File: src/rtl/mem_burst_pkg.sv
// Shared types and helpers for the line-burst memory responder.
//   rd_state_t        : read-side FSM states (fetch a line, serialise beats)
//   wr_state_t        : write-side FSM states (collect beats, commit a line)
//   line_offset_bits  : number of byte-offset address bits inside one line
package mem_burst_pkg;

  typedef enum logic [1:0] {IDLE, FETCH, WAIT, BURST} rd_state_t;

  typedef enum logic [1:0] {W_IDLE, W_COLLECT, W_COMMIT} wr_state_t;

  function automatic int line_offset_bits(input int line_w);
    return $clog2(line_w / 8);
  endfunction

endpackage

File: src/rtl/burst_req_fifo.sv
// Read-request address FIFO.
//   clk, rst_n : clock, asynchronous active-low reset (pointers only)
//   push, din  : enqueue an address
//   pop, dout  : dequeue the head; dout always shows the current head
//   full, empty: occupancy flags
// Pointers carry one extra wrap bit so full and empty are distinguishable
// without a separate counter. A push while full is taken only when a pop
// frees the slot in the same cycle.
module burst_req_fifo #(
  parameter int ADDR_W = 32,
  parameter int QDEPTH = 4
) (
  input  logic              clk,
  input  logic              rst_n,
  input  logic              push,
  input  logic [ADDR_W-1:0] din,
  input  logic              pop,
  output logic [ADDR_W-1:0] dout,
  output logic              full,
  output logic              empty
);

  localparam int PTR_W = $clog2(QDEPTH);

  logic [PTR_W:0]    wr_ptr;
  logic [PTR_W:0]    rd_ptr;
  logic [ADDR_W-1:0] mem [QDEPTH];
  logic              do_push;
  logic              do_pop;

  assign empty   = (wr_ptr == rd_ptr);
  assign full    = (wr_ptr[PTR_W] != rd_ptr[PTR_W]) &&
                   (wr_ptr[PTR_W-1:0] == rd_ptr[PTR_W-1:0]);
  assign do_pop  = pop && !empty;
  assign do_push = push && (!full || do_pop);
  assign dout    = mem[rd_ptr[PTR_W-1:0]];

  always_ff @(posedge clk or negedge rst_n) begin
    if (!rst_n) begin
      wr_ptr <= '0;
      rd_ptr <= '0;
    end else begin
      if (do_push) wr_ptr <= wr_ptr + 1'b1;
      if (do_pop)  rd_ptr <= rd_ptr + 1'b1;
    end
  end

  always_ff @(posedge clk) begin
    if (do_push) mem[wr_ptr[PTR_W-1:0]] <= din;
  end

endmodule

File: src/rtl/mem_burst_responder.sv
// Line-burst memory responder.
//   clk, rst_n           : clock, asynchronous active-low reset
//   read, write, addr    : line-aligned requests; write carries one beat/cycle
//   wdata                : write beat data
//   ready                : request acceptance
//   raddr, rdata, rvalid : read burst return, BEATS beats per line, in order
//   error                : sticky protocol error flag
//   src_req, src_addr    : one-cycle line fetch request to the backing store
//   src_valid, src_line  : fetched line
//   snk_we, snk_addr,
//   snk_line             : one-cycle line commit to the backing store
// Reads are queued (up to QDEPTH) and served one line at a time; a write
// line is held in W_COMMIT until every earlier read has been fetched.
module mem_burst_responder
  import mem_burst_pkg::*;
#(
  parameter int ADDR_W  = 32,
  parameter int BEAT_W  = 64,
  parameter int BEATS   = 4,
  parameter int QDEPTH  = 4,
  parameter int LATENCY = 2
) (
  input  logic                      clk,
  input  logic                      rst_n,
  input  logic                      read,
  input  logic                      write,
  input  logic [ADDR_W-1:0]         addr,
  input  logic [BEAT_W-1:0]         wdata,
  output logic                      ready,
  output logic [ADDR_W-1:0]         raddr,
  output logic [BEAT_W-1:0]         rdata,
  output logic                      rvalid,
  output logic                      error,
  output logic                      src_req,
  output logic [ADDR_W-1:0]         src_addr,
  input  logic                      src_valid,
  input  logic [BEAT_W*BEATS-1:0]   src_line,
  output logic                      snk_we,
  output logic [ADDR_W-1:0]         snk_addr,
  output logic [BEAT_W*BEATS-1:0]   snk_line
);

  localparam int OFF_W  = line_offset_bits(BEAT_W * BEATS);
  localparam int BCNT_W = (BEATS > 1) ? $clog2(BEATS) : 1;
  localparam int LCNT_W = (LATENCY > 1) ? $clog2(LATENCY) : 1;
  localparam logic [BCNT_W-1:0] BEAT_LAST = BCNT_W'(BEATS - 1);
  localparam logic [LCNT_W-1:0] LAT_LAST  = LCNT_W'((LATENCY > 0) ? LATENCY - 1 : 0);

  rd_state_t rd_state, rd_next;
  wr_state_t wr_state, wr_next;

  logic                           fifo_push;
  logic                           fifo_pop;
  logic                           fifo_full;
  logic                           fifo_empty;
  logic [ADDR_W-1:0]              fifo_dout;

  logic [ADDR_W-1:0]              cur_addr;
  logic                           src_req_q;
  logic [LCNT_W-1:0]              lat_cnt;
  logic [BCNT_W-1:0]              beat_cnt;
  logic [BEATS-1:0][BEAT_W-1:0]   line_q;

  logic [ADDR_W-1:0]              wr_addr_q;
  logic [BCNT_W-1:0]              wcnt;
  logic [BEATS-1:0][BEAT_W-1:0]   wline_q;
  logic                           wr_cap0;
  logic                           wr_cap;

  logic                           aligned;
  logic                           err_now;
  logic                           error_q;

  assign aligned   = (addr[OFF_W-1:0] == '0);
  assign ready     = !fifo_full && (wr_state == W_IDLE);
  // Only a clean, aligned, read-only request is queued; anything else is dropped.
  assign fifo_push = read && ready && !write && aligned;

  assign err_now = (read && write)
                || ((read || write) && !aligned)
                || (read && !ready)
                || ((wr_state == W_COLLECT) && (addr != wr_addr_q))
                || ((wr_state == W_COLLECT) && !write);

  burst_req_fifo #(
    .ADDR_W (ADDR_W),
    .QDEPTH (QDEPTH)
  ) u_req_fifo (
    .clk   (clk),
    .rst_n (rst_n),
    .push  (fifo_push),
    .din   (addr),
    .pop   (fifo_pop),
    .dout  (fifo_dout),
    .full  (fifo_full),
    .empty (fifo_empty)
  );

  // Read side: fetch one line, wait LATENCY cycles, emit BEATS beats.
  always_comb begin
    rd_next  = rd_state;
    fifo_pop = 1'b0;
    unique case (rd_state)
      IDLE: begin
        if (!fifo_empty) begin
          fifo_pop = 1'b1;
          rd_next  = FETCH;
        end
      end
      FETCH: if (src_valid) rd_next = (LATENCY > 0) ? WAIT : BURST;
      WAIT:  if (lat_cnt == LAT_LAST) rd_next = BURST;
      BURST: if (beat_cnt == BEAT_LAST) rd_next = IDLE;
      default: rd_next = IDLE;
    endcase
  end

  // Write side: beat 0 in W_IDLE, remaining beats in W_COLLECT, then commit
  // once no earlier read is still queued or being fetched.
  always_comb begin
    wr_next = wr_state;
    wr_cap0 = 1'b0;
    wr_cap  = 1'b0;
    snk_we  = 1'b0;
    unique case (wr_state)
      W_IDLE: begin
        if (write && ready && aligned) begin
          wr_cap0 = 1'b1;
          wr_next = W_COLLECT;
        end
      end
      W_COLLECT: begin
        if (!write) begin
          wr_next = W_IDLE;
        end else begin
          wr_cap = 1'b1;
          if (wcnt == BEAT_LAST) wr_next = W_COMMIT;
        end
      end
      W_COMMIT: begin
        if (fifo_empty && (rd_state != FETCH)) begin
          snk_we  = 1'b1;
          wr_next = W_IDLE;
        end
      end
      default: wr_next = W_IDLE;
    endcase
  end

  always_ff @(posedge clk or negedge rst_n) begin
    if (!rst_n) begin
      rd_state  <= IDLE;
      wr_state  <= W_IDLE;
      cur_addr  <= '0;
      src_req_q <= 1'b0;
      lat_cnt   <= '0;
      beat_cnt  <= '0;
      wcnt      <= '0;
      error_q   <= 1'b0;
    end else begin
      rd_state  <= rd_next;
      wr_state  <= wr_next;
      // src_req covers only the first FETCH cycle, i.e. the cycle after the pop.
      src_req_q <= fifo_pop;
      if (fifo_pop) cur_addr <= fifo_dout;
      lat_cnt   <= (rd_state == WAIT)  ? lat_cnt + 1'b1  : '0;
      beat_cnt  <= (rd_state == BURST) ? beat_cnt + 1'b1 : '0;
      if (wr_cap0)     wcnt <= BCNT_W'(1);
      else if (wr_cap) wcnt <= wcnt + 1'b1;
      error_q   <= error_q | err_now;
    end
  end

  always_ff @(posedge clk) begin
    if ((rd_state == FETCH) && src_valid) line_q <= src_line;
    if (wr_cap0) begin
      wline_q[0] <= wdata;
      wr_addr_q  <= addr;
    end
    if (wr_cap) wline_q[wcnt] <= wdata;
  end

  assign rvalid   = (rd_state == BURST);
  assign rdata    = rvalid ? line_q[beat_cnt] : '0;
  assign raddr    = cur_addr;
  assign src_req  = src_req_q;
  assign src_addr = cur_addr;
  assign snk_addr = wr_addr_q;
  assign snk_line = wline_q;
  assign error    = error_q;

endmodule

File: config.mk
export PLATFORM = sky130hd
export DESIGN_NAME = mem_burst_responder
export DESIGN_NICKNAME = d
export VERILOG_FILES = /design/src/rtl/mem_burst_pkg.sv /design/src/rtl/burst_req_fifo.sv /design/src/rtl/mem_burst_responder.sv
export SDC_FILE = /design/constraint.sdc
export NUM_CORES = 1
export LEC_CHECK = 0
export CORE_AREA = 3 3 301 303
export CTS_CLUSTER_DIAMETER = 40
export CTS_CLUSTER_SIZE = 14
export DETAILED_ROUTE_END_ITERATION = 16
export DIE_AREA = 0 0 304 306
export GPL_TIMING_DRIVEN = 0
export PLACE_DENSITY = 0.62
export SYNTH_ARGS = -nofsm -noshare
export SYNTH_HDL_FRONTEND = slang
export SYNTH_SLANG_ARGS = --single-unit
export TNS_END_PERCENT = 100
File: constraint.sdc
create_clock -name clk -period 9.44 [get_ports clk]
set_input_delay 1.888 -clock clk [delete_from_list [all_inputs] [get_ports clk]]
set_output_delay 1.888 -clock clk [all_outputs]
set_load 0.02 [all_outputs]
==> impl_metrics.prom, run 1 <==
# TYPE chip_impl_metric gauge
chip_impl_info{name="status",value="completed"} 1
chip_impl_info{name="worstHoldPathType",value="register to register"} 1
chip_impl_metric{name="max_cap_violations",unit=""} 0
chip_impl_metric{name="htreeDepth",unit=""} 3
chip_impl_info{name="criticalPathCategory",value="register to primary output"} 1
chip_impl_metric{name="pre_cts_ws",unit="ns"} 4.49
chip_impl_metric{name="setup-tns-final",unit="ns"} 0
chip_impl_metric{name="design.final.nets",unit=""} 2437
chip_impl_metric{name="timing_max_transition_violations_final",unit=""} 0
chip_impl_metric{name="timing.critical_path.slowest_cell_delay",unit="ns"} 0.67
chip_impl_metric{name="drtPass1Iterations",unit=""} 5
chip_impl_metric{name="final_core_util",unit="%"} 44.2
chip_impl_metric{name="period_share",unit="%"} 57.2
chip_impl_metric{name="highest_attainable_clock_frequency",unit="GHz"} 0.185
chip_impl_metric{name="critPathRequiredTime",unit="ns"} 7.55
chip_impl_metric{name="crit_path_max_fanout",unit=""} 10
chip_impl_metric{name="power_per_cell_area",unit="mW/mm^2"} 285
chip_impl_metric{name="timing.hold.worst_path_depth",unit=""} 1
chip_impl_info{name="critical_path.cell_chain",value="ha_1, clkbuf_1, clkbuf_1, and2_1, clkdlybuf4s50_1"} 1
chip_impl_info{name="unrepaired_setup_endpoints_after_global_routing",value="false"} 1
chip_impl_metric{name="drc_errors",unit=""} 0
chip_impl_metric{name="route.antenna.remaining_nets",unit=""} 0
chip_impl_metric{name="cellLeakagePower",unit="uW"} 0.0133
chip_impl_metric{name="largest_net_degree_at_the_start_of_global_routing",unit=""} 73
chip_impl_info{name="clk_root_buffer_cell",value="clkbuf_16"} 1
chip_impl_metric{name="synth_top_area_share",unit="%"} 69.9
chip_impl_metric{name="fp.dieH",unit="um"} 306
chip_impl_metric{name="fin_worst_skew",unit="ns"} 0.0271
chip_impl_metric{name="register_to_register_setup_slack",unit="ns"} 6.65
chip_impl_metric{name="placedInstanceArea",unit="mm^2"} 0.0356
chip_impl_metric{name="cts.sink_count",unit=""} 721
chip_impl_info{name="critPathLaunchType",value="register"} 1
chip_impl_metric{name="number_of_placed_instances_with_taps_included",unit=""} 3130
chip_impl_metric{name="num_rows",unit=""} 109
chip_impl_metric{name="global_route_wire_length_before_repair",unit="um"} 108000
chip_impl_metric{name="final_design_area_no_fill",unit="mm^2"} 0.0390
chip_impl_metric{name="syn_area",unit="mm^2"} 0.0261
chip_impl_metric{name="yosys_warnings",unit=""} 0
chip_impl_metric{name="antenna_violations_before_repair",unit=""} 16
chip_impl_metric{name="yosysUniqueCellTypes",unit=""} 41
chip_impl_metric{name="ys_async_rst_share",unit="%"} 6.80
chip_impl_metric{name="netlist_instances",unit=""} 1176
chip_impl_metric{name="post_synth.cell_area_avg",unit="um^2"} 22.2
chip_impl_metric{name="cts.repair.resized",unit=""} 0
chip_impl_metric{name="flow.area_growth_from_synthesis",unit="%"} 49.3
chip_impl_metric{name="wirelength",unit="um"} 75300
chip_impl_info{name="regToRegStartpoint",value="rd_state[1]$_DFFE_PN0P_"} 1
chip_impl_metric{name="syn-num-nets",unit=""} 1548
chip_impl_metric{name="slew_headroom",unit="%"} 35.5
chip_impl_metric{name="timing.reg2reg.worst_path_depth",unit=""} 6
chip_impl_metric{name="die-area",unit="mm^2"} 0.0930
chip_impl_metric{name="overflow",unit=""} 0
chip_impl_metric{name="detailed_place_hpwl",unit="um"} 56100
chip_impl_metric{name="cp.arrival",unit="ns"} 3.51
chip_impl_info{name="layout_commonest_cell",value="clkdlybuf4s50_1"} 1
chip_impl_metric{name="synth_seq_area_share",unit="%"} 79.5
chip_impl_metric{name="global_route.usage.total",unit="%"} 15.7
chip_impl_metric{name="period_minus_slack",unit="ns"} 5.40
chip_impl_metric{name="post_drt_wl_per_cell",unit="um"} 22.7
chip_impl_metric{name="layout-drive-gt1-share",unit="%"} 20.2
chip_impl_metric{name="fill_cells",unit=""} 7595
chip_impl_metric{name="avgViaCountPerCell",unit=""} 4.39
chip_impl_info{name="clock_tree_from_tritoncts",value="done"} 1
chip_impl_metric{name="finalNonFillerCells",unit=""} 3319
chip_impl_metric{name="grt_pass1_vias",unit=""} 15600
chip_impl_metric{name="gpl.final_weighted_congestion",unit=""} 0.779
chip_impl_metric{name="placement.io_buffers",unit=""} 777
chip_impl_metric{name="path_clk_slew",unit="ns"} 0.05
chip_impl_metric{name="cts_buffers",unit=""} 98
chip_impl_metric{name="clock_tree.buffer_depth",unit=""} 3
chip_impl_metric{name="final_critical_path_setup_slack",unit="ns"} 4.04
chip_impl_info{name="flip_flop_cell_with_the_highest_count_after_synthesis",value="edfxtp_1"} 1
chip_impl_info{name="critPathTopFamily",value="buffers and inverters"} 1
chip_impl_info{name="hold_end",value="lat_cnt$_DFF_PN0_"} 1
chip_impl_metric{name="worst_pin_slew",unit="ns"} 0.967
chip_impl_metric{name="timing_hold_violations_final",unit=""} 0
chip_impl_metric{name="vdd_ir_drop_max",unit="V"} 0.000218
chip_impl_metric{name="post_cts.repair.setup_buffers",unit=""} 0
chip_impl_metric{name="start_util",unit="%"} 29.6
chip_impl_metric{name="placeableCoreArea",unit="mm^2"} 0.0882
chip_impl_info{name="crit_top_cell",value="clkbuf_1"} 1
chip_impl_info{name="netlist.top_cell.by_area",value="edfxtp_1"} 1
chip_impl_metric{name="vias",unit=""} 14600
chip_impl_info{name="min-delay-start",value="lat_cnt$_DFF_PN0_"} 1
chip_impl_metric{name="finalSetupViolations",unit=""} 0
chip_impl_metric{name="boundaryPins",unit=""} 778
chip_impl_info{name="top_library_cells_by_usage_in_the_layout_fill_and_taps_aside",value="clkdlybuf4s50_1 (776), edfxtp_1 (608), clkbuf_16 (98)"} 1
chip_impl_metric{name="die_w",unit="um"} 304
chip_impl_metric{name="worstSkewPairLatency",unit="ns"} 0.65
chip_impl_metric{name="synth-edff-count",unit=""} 608
chip_impl_metric{name="yosys_register_bits",unit=""} 721
chip_impl_info{name="synth.top_cells.by_area",value="edfxtp_1 (70%), mux4_2 (8.2%), dfxtp_1 (4.9%), dfrtp_1 (4.7%), mux2_4 (3.4%)"} 1
chip_impl_metric{name="drt-initial-drc-count",unit=""} 793
chip_impl_info{name="crit_path_top_delay_cell",value="clkdlybuf4s50_1"} 1
chip_impl_info{name="worstSetupEndpointType",value="primary output"} 1
chip_impl_metric{name="crit_buf_inv",unit=""} 3
chip_impl_info{name="r2r_end",value="line_q[213]$_DFFE_PP_"} 1
chip_impl_metric{name="ctsHoldBuffers",unit=""} 0
## worst reg2reg max path, stage by stage, from the launching register on
cell	delay (ns)
dfrtp_1	0.41
inv_1	0.11
ha_1	0.25
and2_4	0.56
buf_12	0.35
buf_16	0.39
buf_16	0.34
## per-layer routing
layer  share of wire, %  GRT usage [%]
met1                 38           18.4
met2                 50           26.6
met3                8.7           5.51
met4                3.2           5.92
met5              0.017              0
## power breakdown
part | total [uW] | switching, uW | internal [uW]
Clock | 3660 | 1480 | 2180
Combinational | 3250 | 1560 | 1690
Sequential | 4200 | 241 | 3960
Total | 11100 | 3280 | 7830
## sequential cells by signal, summed over array words and instances, names as in the netlist, 2 cells and up
name / flops
snk_line: 256
rd_state: 2
line_q: 256
beat_cnt: 2
snk_addr: 32
u_req_fifo.wr_ptr: 3
u_req_fifo.mem: 128
u_req_fifo.rd_ptr: 3
wr_state: 2
wcnt: 2
raddr: 32
## cells in the mapped netlist (4+ instances only)
cell type  count
and2_1        73
buf_1          4
buf_12         6
buf_2          8
buf_4         34
clkbuf_1      18
dfrtp_1       49
dfxtp_1       64
edfxtp_1     608
ha_1          15
inv_1         12
mux2_2        38
mux2_4        60
mux4_2        95
nand2_1        7
nand4_1        6
nor2_1         6
nor3_1         5
xnor2_1       33
xor2_1         6
## final cells by class
cell class	instances	area [um^2]	area share, %
diodes	6	15.0	0.0385
plain buffers	71	509	1.31
clock buffers	111	2530	6.49
multi-input cells	372	4810	12.3
inverters	12	45.0	0.116
repair buffers	789	8060	20.7
well taps	1165	1460	3.74
flip-flops and latches	721	20800	53.3
clock inverters	72	800	2.05
## cells by family (layout without fill, tap and decap cells)
family | count (synthesis) | count (layout) | synth area share, %
AO/OA/AOI/OAI | 11 | 11 | 0.292
XOR/XNOR | 40 | 40 | 1.37
adder cells (fa/ha/maj) | 15 | 15 | 0.719
buffers and inverters | 83 | 1055 | 2.12
flip-flops | 721 | 721 | 79.5
multiplexers | 194 | 194 | 13.4
other | 0 | 6 | 0
AND/OR/NAND/NOR | 112 | 112 | 2.60
## stage by stage
stage	hold WS, ns	power [uW]
floorplan	0.388	6070
global placement	0.404	7580
detailed placement	0.411	7560
CTS	0.419	11300
global route	0.426	11600
finish	0.416	11100
## worst max-delay path by stage
stage / startpoint / endpoint / cells after the start
after floorplan: src_valid / line_q[0]$_DFFE_PP_ / 1
after global placement: src_valid / line_q[14]$_DFFE_PP_ / 2
after detailed placement: rd_state[1]$_DFFE_PN0P_ / rdata[55] / 5
after CTS: rd_state[1]$_DFFE_PN0P_ / rdata[55] / 5
after global routing: rd_state[1]$_DFFE_PN0P_ / rdata[57] / 5
final: rd_state[1]$_DFFE_PN0P_ / rdata[55] / 5
No activity file was read; power rests on OpenSTA's default activity.
==> run 2, diff against run 1 <==
clock period = 5.5 ns   (was 9.44 ns; I/O delays follow)
==> run 2 against run 1 <==
  * Non-clock buffer count unchanged
  * Sequential cell count unchanged
  * Clock skew down 0.0031 ns
  * Hold slack worse by 0.0064 ns
  * Sequential share of layout area down 0.14 points
  * Sequential power up 72%
  * Combinational power up 72%
  * Largest cell class unchanged
==> impl_metrics.prom, run 2 (same netlist as run 1, synthesis figures left out) <==
# TYPE chip_impl_metric gauge
chip_impl_info{name="status",value="completed"} 1
chip_impl_info{name="critical_path.cell_chain",value="clkbuf_1, buf_1, mux4_2, and2_1, clkdlybuf4s50_1"} 1
chip_impl_metric{name="power.share.combinational",unit="%"} 29.1
chip_impl_metric{name="drt-initial-drc-count",unit=""} 860
chip_impl_metric{name="finalSetupViolations",unit=""} 0
chip_impl_metric{name="grt_pass1_vias",unit=""} 15500
chip_impl_metric{name="route.antenna.remaining_nets",unit=""} 0
chip_impl_info{name="worstHoldPathType",value="input port to async pin"} 1
chip_impl_metric{name="wirelength",unit="um"} 77100
chip_impl_metric{name="avgViaCountPerCell",unit=""} 4.39
chip_impl_info{name="criticalPathCategory",value="register to primary output"} 1
chip_impl_metric{name="slew_headroom",unit="%"} 24.4
chip_impl_metric{name="cts_buffers",unit=""} 100
chip_impl_metric{name="start_util",unit="%"} 29.6
chip_impl_metric{name="power_per_cell_area",unit="mW/mm^2"} 491
chip_impl_metric{name="post_drt_wl_per_cell",unit="um"} 23.2
chip_impl_metric{name="timing.hold.ws",unit="ns"} 0.410
chip_impl_metric{name="clockPowerShare",unit="%"} 33.3
chip_impl_metric{name="antenna_violations_before_repair",unit=""} 24
chip_impl_info{name="critPathLaunchType",value="register"} 1
chip_impl_info{name="top_library_cells_by_usage_in_the_layout_fill_and_taps_aside",value="clkdlybuf4s50_1 (776), edfxtp_1 (608), clkbuf_16 (100)"} 1
chip_impl_info{name="crit_start",value="beat_cnt[1]$_DFF_PN0_"} 1
chip_impl_metric{name="drtPass1Iterations",unit=""} 5
chip_impl_metric{name="area.sequential",unit="mm^2"} 0.0208
chip_impl_metric{name="path_clk_slew",unit="ns"} 0.06
chip_impl_metric{name="timing_max_transition_violations_final",unit=""} 0
chip_impl_metric{name="critPathRequiredTime",unit="ns"} 4.40
chip_impl_metric{name="flow.area_growth_from_synthesis",unit="%"} 49.7
chip_impl_metric{name="switching_share",unit="%"} 29.6
chip_impl_metric{name="detailed_place_hpwl",unit="um"} 57800
chip_impl_metric{name="post_cts.repair.setup_buffers",unit=""} 0
chip_impl_metric{name="highest_attainable_clock_frequency",unit="GHz"} 0.200
chip_impl_metric{name="fp.dieH",unit="um"} 306
chip_impl_info{name="worstSetupEndpointType",value="primary output"} 1
chip_impl_metric{name="worstSkewPairLatency",unit="ns"} 0.65
chip_impl_metric{name="design.final.nets",unit=""} 2439
chip_impl_metric{name="timing_hold_violations_final",unit=""} 0
chip_impl_metric{name="htreeDepth",unit=""} 3
chip_impl_metric{name="layout-drive-gt1-share",unit="%"} 20.5
chip_impl_metric{name="largest_net_degree_at_the_start_of_global_routing",unit=""} 74
chip_impl_info{name="clk_root_buffer_cell",value="clkbuf_16"} 1
chip_impl_metric{name="timing.reg2reg.worst_path_depth",unit=""} 5
chip_impl_metric{name="cellLeakagePower",unit="uW"} 0.0134
chip_impl_metric{name="final_core_util",unit="%"} 44.3
chip_impl_metric{name="period_share",unit="%"} 90.8
chip_impl_info{name="unrepaired_setup_endpoints_after_global_routing",value="false"} 1
chip_impl_info{name="clock_tree_from_tritoncts",value="done"} 1
chip_impl_metric{name="boundaryPins",unit=""} 778
chip_impl_metric{name="cp.arrival",unit="ns"} 3.89
chip_impl_metric{name="p_sw",unit="uW"} 5690
chip_impl_metric{name="share_seq_of_total_power",unit="%"} 37.6
chip_impl_metric{name="num_rows",unit=""} 109
chip_impl_metric{name="worst_pin_slew",unit="ns"} 1.13
chip_impl_info{name="regToRegStartpoint",value="u_req_fifo.wr_ptr[2]$_DFFE_PN0N_"} 1
chip_impl_metric{name="register_to_register_setup_slack",unit="ns"} 2.90
chip_impl_metric{name="crit_buf_inv",unit=""} 3
chip_impl_metric{name="drc_errors",unit=""} 0
chip_impl_metric{name="cts.repair.resized",unit=""} 0
chip_impl_metric{name="multi_input_comb_area",unit="mm^2"} 0.00481
chip_impl_metric{name="crit_path_max_fanout",unit=""} 10
chip_impl_metric{name="cts.sink_count",unit=""} 721
chip_impl_metric{name="vdd_ir_drop_max",unit="V"} 0.000314
chip_impl_metric{name="timing.critical_path.slowest_cell_delay",unit="ns"} 0.83
chip_impl_info{name="layout_commonest_cell",value="clkdlybuf4s50_1"} 1
chip_impl_metric{name="internal_portion_of_total_power",unit="uW"} 13500
chip_impl_info{name="crit_path_top_delay_cell",value="buf_1"} 1
chip_impl_metric{name="overflow",unit=""} 0
chip_impl_metric{name="die-area",unit="mm^2"} 0.0930
chip_impl_metric{name="placeableCoreArea",unit="mm^2"} 0.0882
chip_impl_metric{name="global_route_wire_length_before_repair",unit="um"} 109000
chip_impl_metric{name="period_minus_slack",unit="ns"} 4.99
chip_impl_metric{name="fin_worst_skew",unit="ns"} 0.0240
chip_impl_metric{name="cp.depth",unit=""} 5
chip_impl_metric{name="die_w",unit="um"} 304
chip_impl_metric{name="placement.io_buffers",unit=""} 777
chip_impl_metric{name="ctsHoldBuffers",unit=""} 0
chip_impl_metric{name="clock_tree.buffer_depth",unit=""} 3
chip_impl_info{name="critPathTopFamily",value="buffers and inverters"} 1
chip_impl_metric{name="vias",unit=""} 14600
chip_impl_info{name="r2r_end",value="u_req_fifo.mem[2][26]$_DFFE_PP_"} 1
chip_impl_metric{name="gpl.final_weighted_congestion",unit=""} 0.805
chip_impl_metric{name="max_cap_violations",unit=""} 0
chip_impl_metric{name="global_route.usage.total",unit="%"} 16.1
chip_impl_info{name="cp-endpoint",value="rdata[11]"} 1
chip_impl_metric{name="fill_cells",unit=""} 7597
==> run 2: cell types whose count changed in the layout (fill, tap and decap cells not counted) <==
cell        change
clkinv_8        -2
clkinv_4        +4
diode_2         +2
clkbuf_16       +2
inv_16          -1
inv_6           -6
clkinv_16       +1
inv_8           +7
clkinv_2        +3
clkinvlp_4      -1
==> run 2: cell type report <==
| class | instances | share of cell area [%] |
|---|---|---|
| Timing Repair Buffer | 789 | 20.6 |
| Antenna cell | 8 | 0.0512 |
| Sequential cell | 721 | 53.1 |
| Clock inverter | 77 | 2.16 |
| Clock buffer | 113 | 6.60 |
| Inverter | 12 | 0.115 |
| Buffer | 71 | 1.30 |
| Tap cell | 1165 | 3.73 |
| Multi-Input combinational cell | 372 | 12.3 |
==> run 2: worst min path at each step <==
stage / slack (ns) / endpoint / start / depth (start not counted)
3_5_place_dp: 0.42 / lat_cnt$_DFF_PN0_ / lat_cnt$_DFF_PN0_ / 1
3_3_place_gp: 0.40 / lat_cnt$_DFF_PN0_ / lat_cnt$_DFF_PN0_ / 1
6_report: 0.41 / raddr[16]$_DFFE_PN0P_ / rst_n / 1
5_1_grt: 0.39 / raddr[15]$_DFFE_PN0P_ / rst_n / 1
4_1_cts: 0.36 / raddr[16]$_DFFE_PN0P_ / rst_n / 1
2_1_floorplan: 0.39 / lat_cnt$_DFF_PN0_ / lat_cnt$_DFF_PN0_ / 1
==> run 2: per-stage QoR <==
stage,total power (uW),setup slack [ns],instances,cell area (um^2),setup TNS (ns)
after floorplan,10400,0.804,1176,26100,0
after global placement,13000,-1.22,3118,35400,-306.66
after detailed placement,13000,1.05,3130,35600,0
after CTS,19500,0.334,3320,39100,0
after global routing,20000,0.257,3326,39100,0
final,19200,0.507,3328,39100,0
==> run 2: power groups by stage <==
stage | Sequential, uW | Clock (uW) | Combinational [uW]
floorplan | 7700 | 0 | 2660
global placement | 7390 | 0 | 5560
detailed placement | 7340 | 0 | 5670
CTS | 7240 | 6580 | 5700
global route | 7300 | 6820 | 5930
finish | 7220 | 6400 | 5580
==> run 2: worst reg2reg max path: stages (launching register included) <==
cell and delay, ns:
dfrtp_1 0.41, xnor2_1 0.29, and3b_4 0.28, nor4_2 0.60, and2_2 0.42, buf_12 0.25
==> run 2: layer usage <==
| metal | up-vias | routed length, um | global-route usage, % |
|---|---|---|---|
| met5 | - | 79 | 0 |
| met4 | 12 | 1890 | 5.16 |
| met3 | 131 | 6930 | 5.73 |
| met2 | 709 | 39400 | 28.1 |
| met1 | 7320 | 28800 | 18.5 |
| li1 | 6451 | - | - |
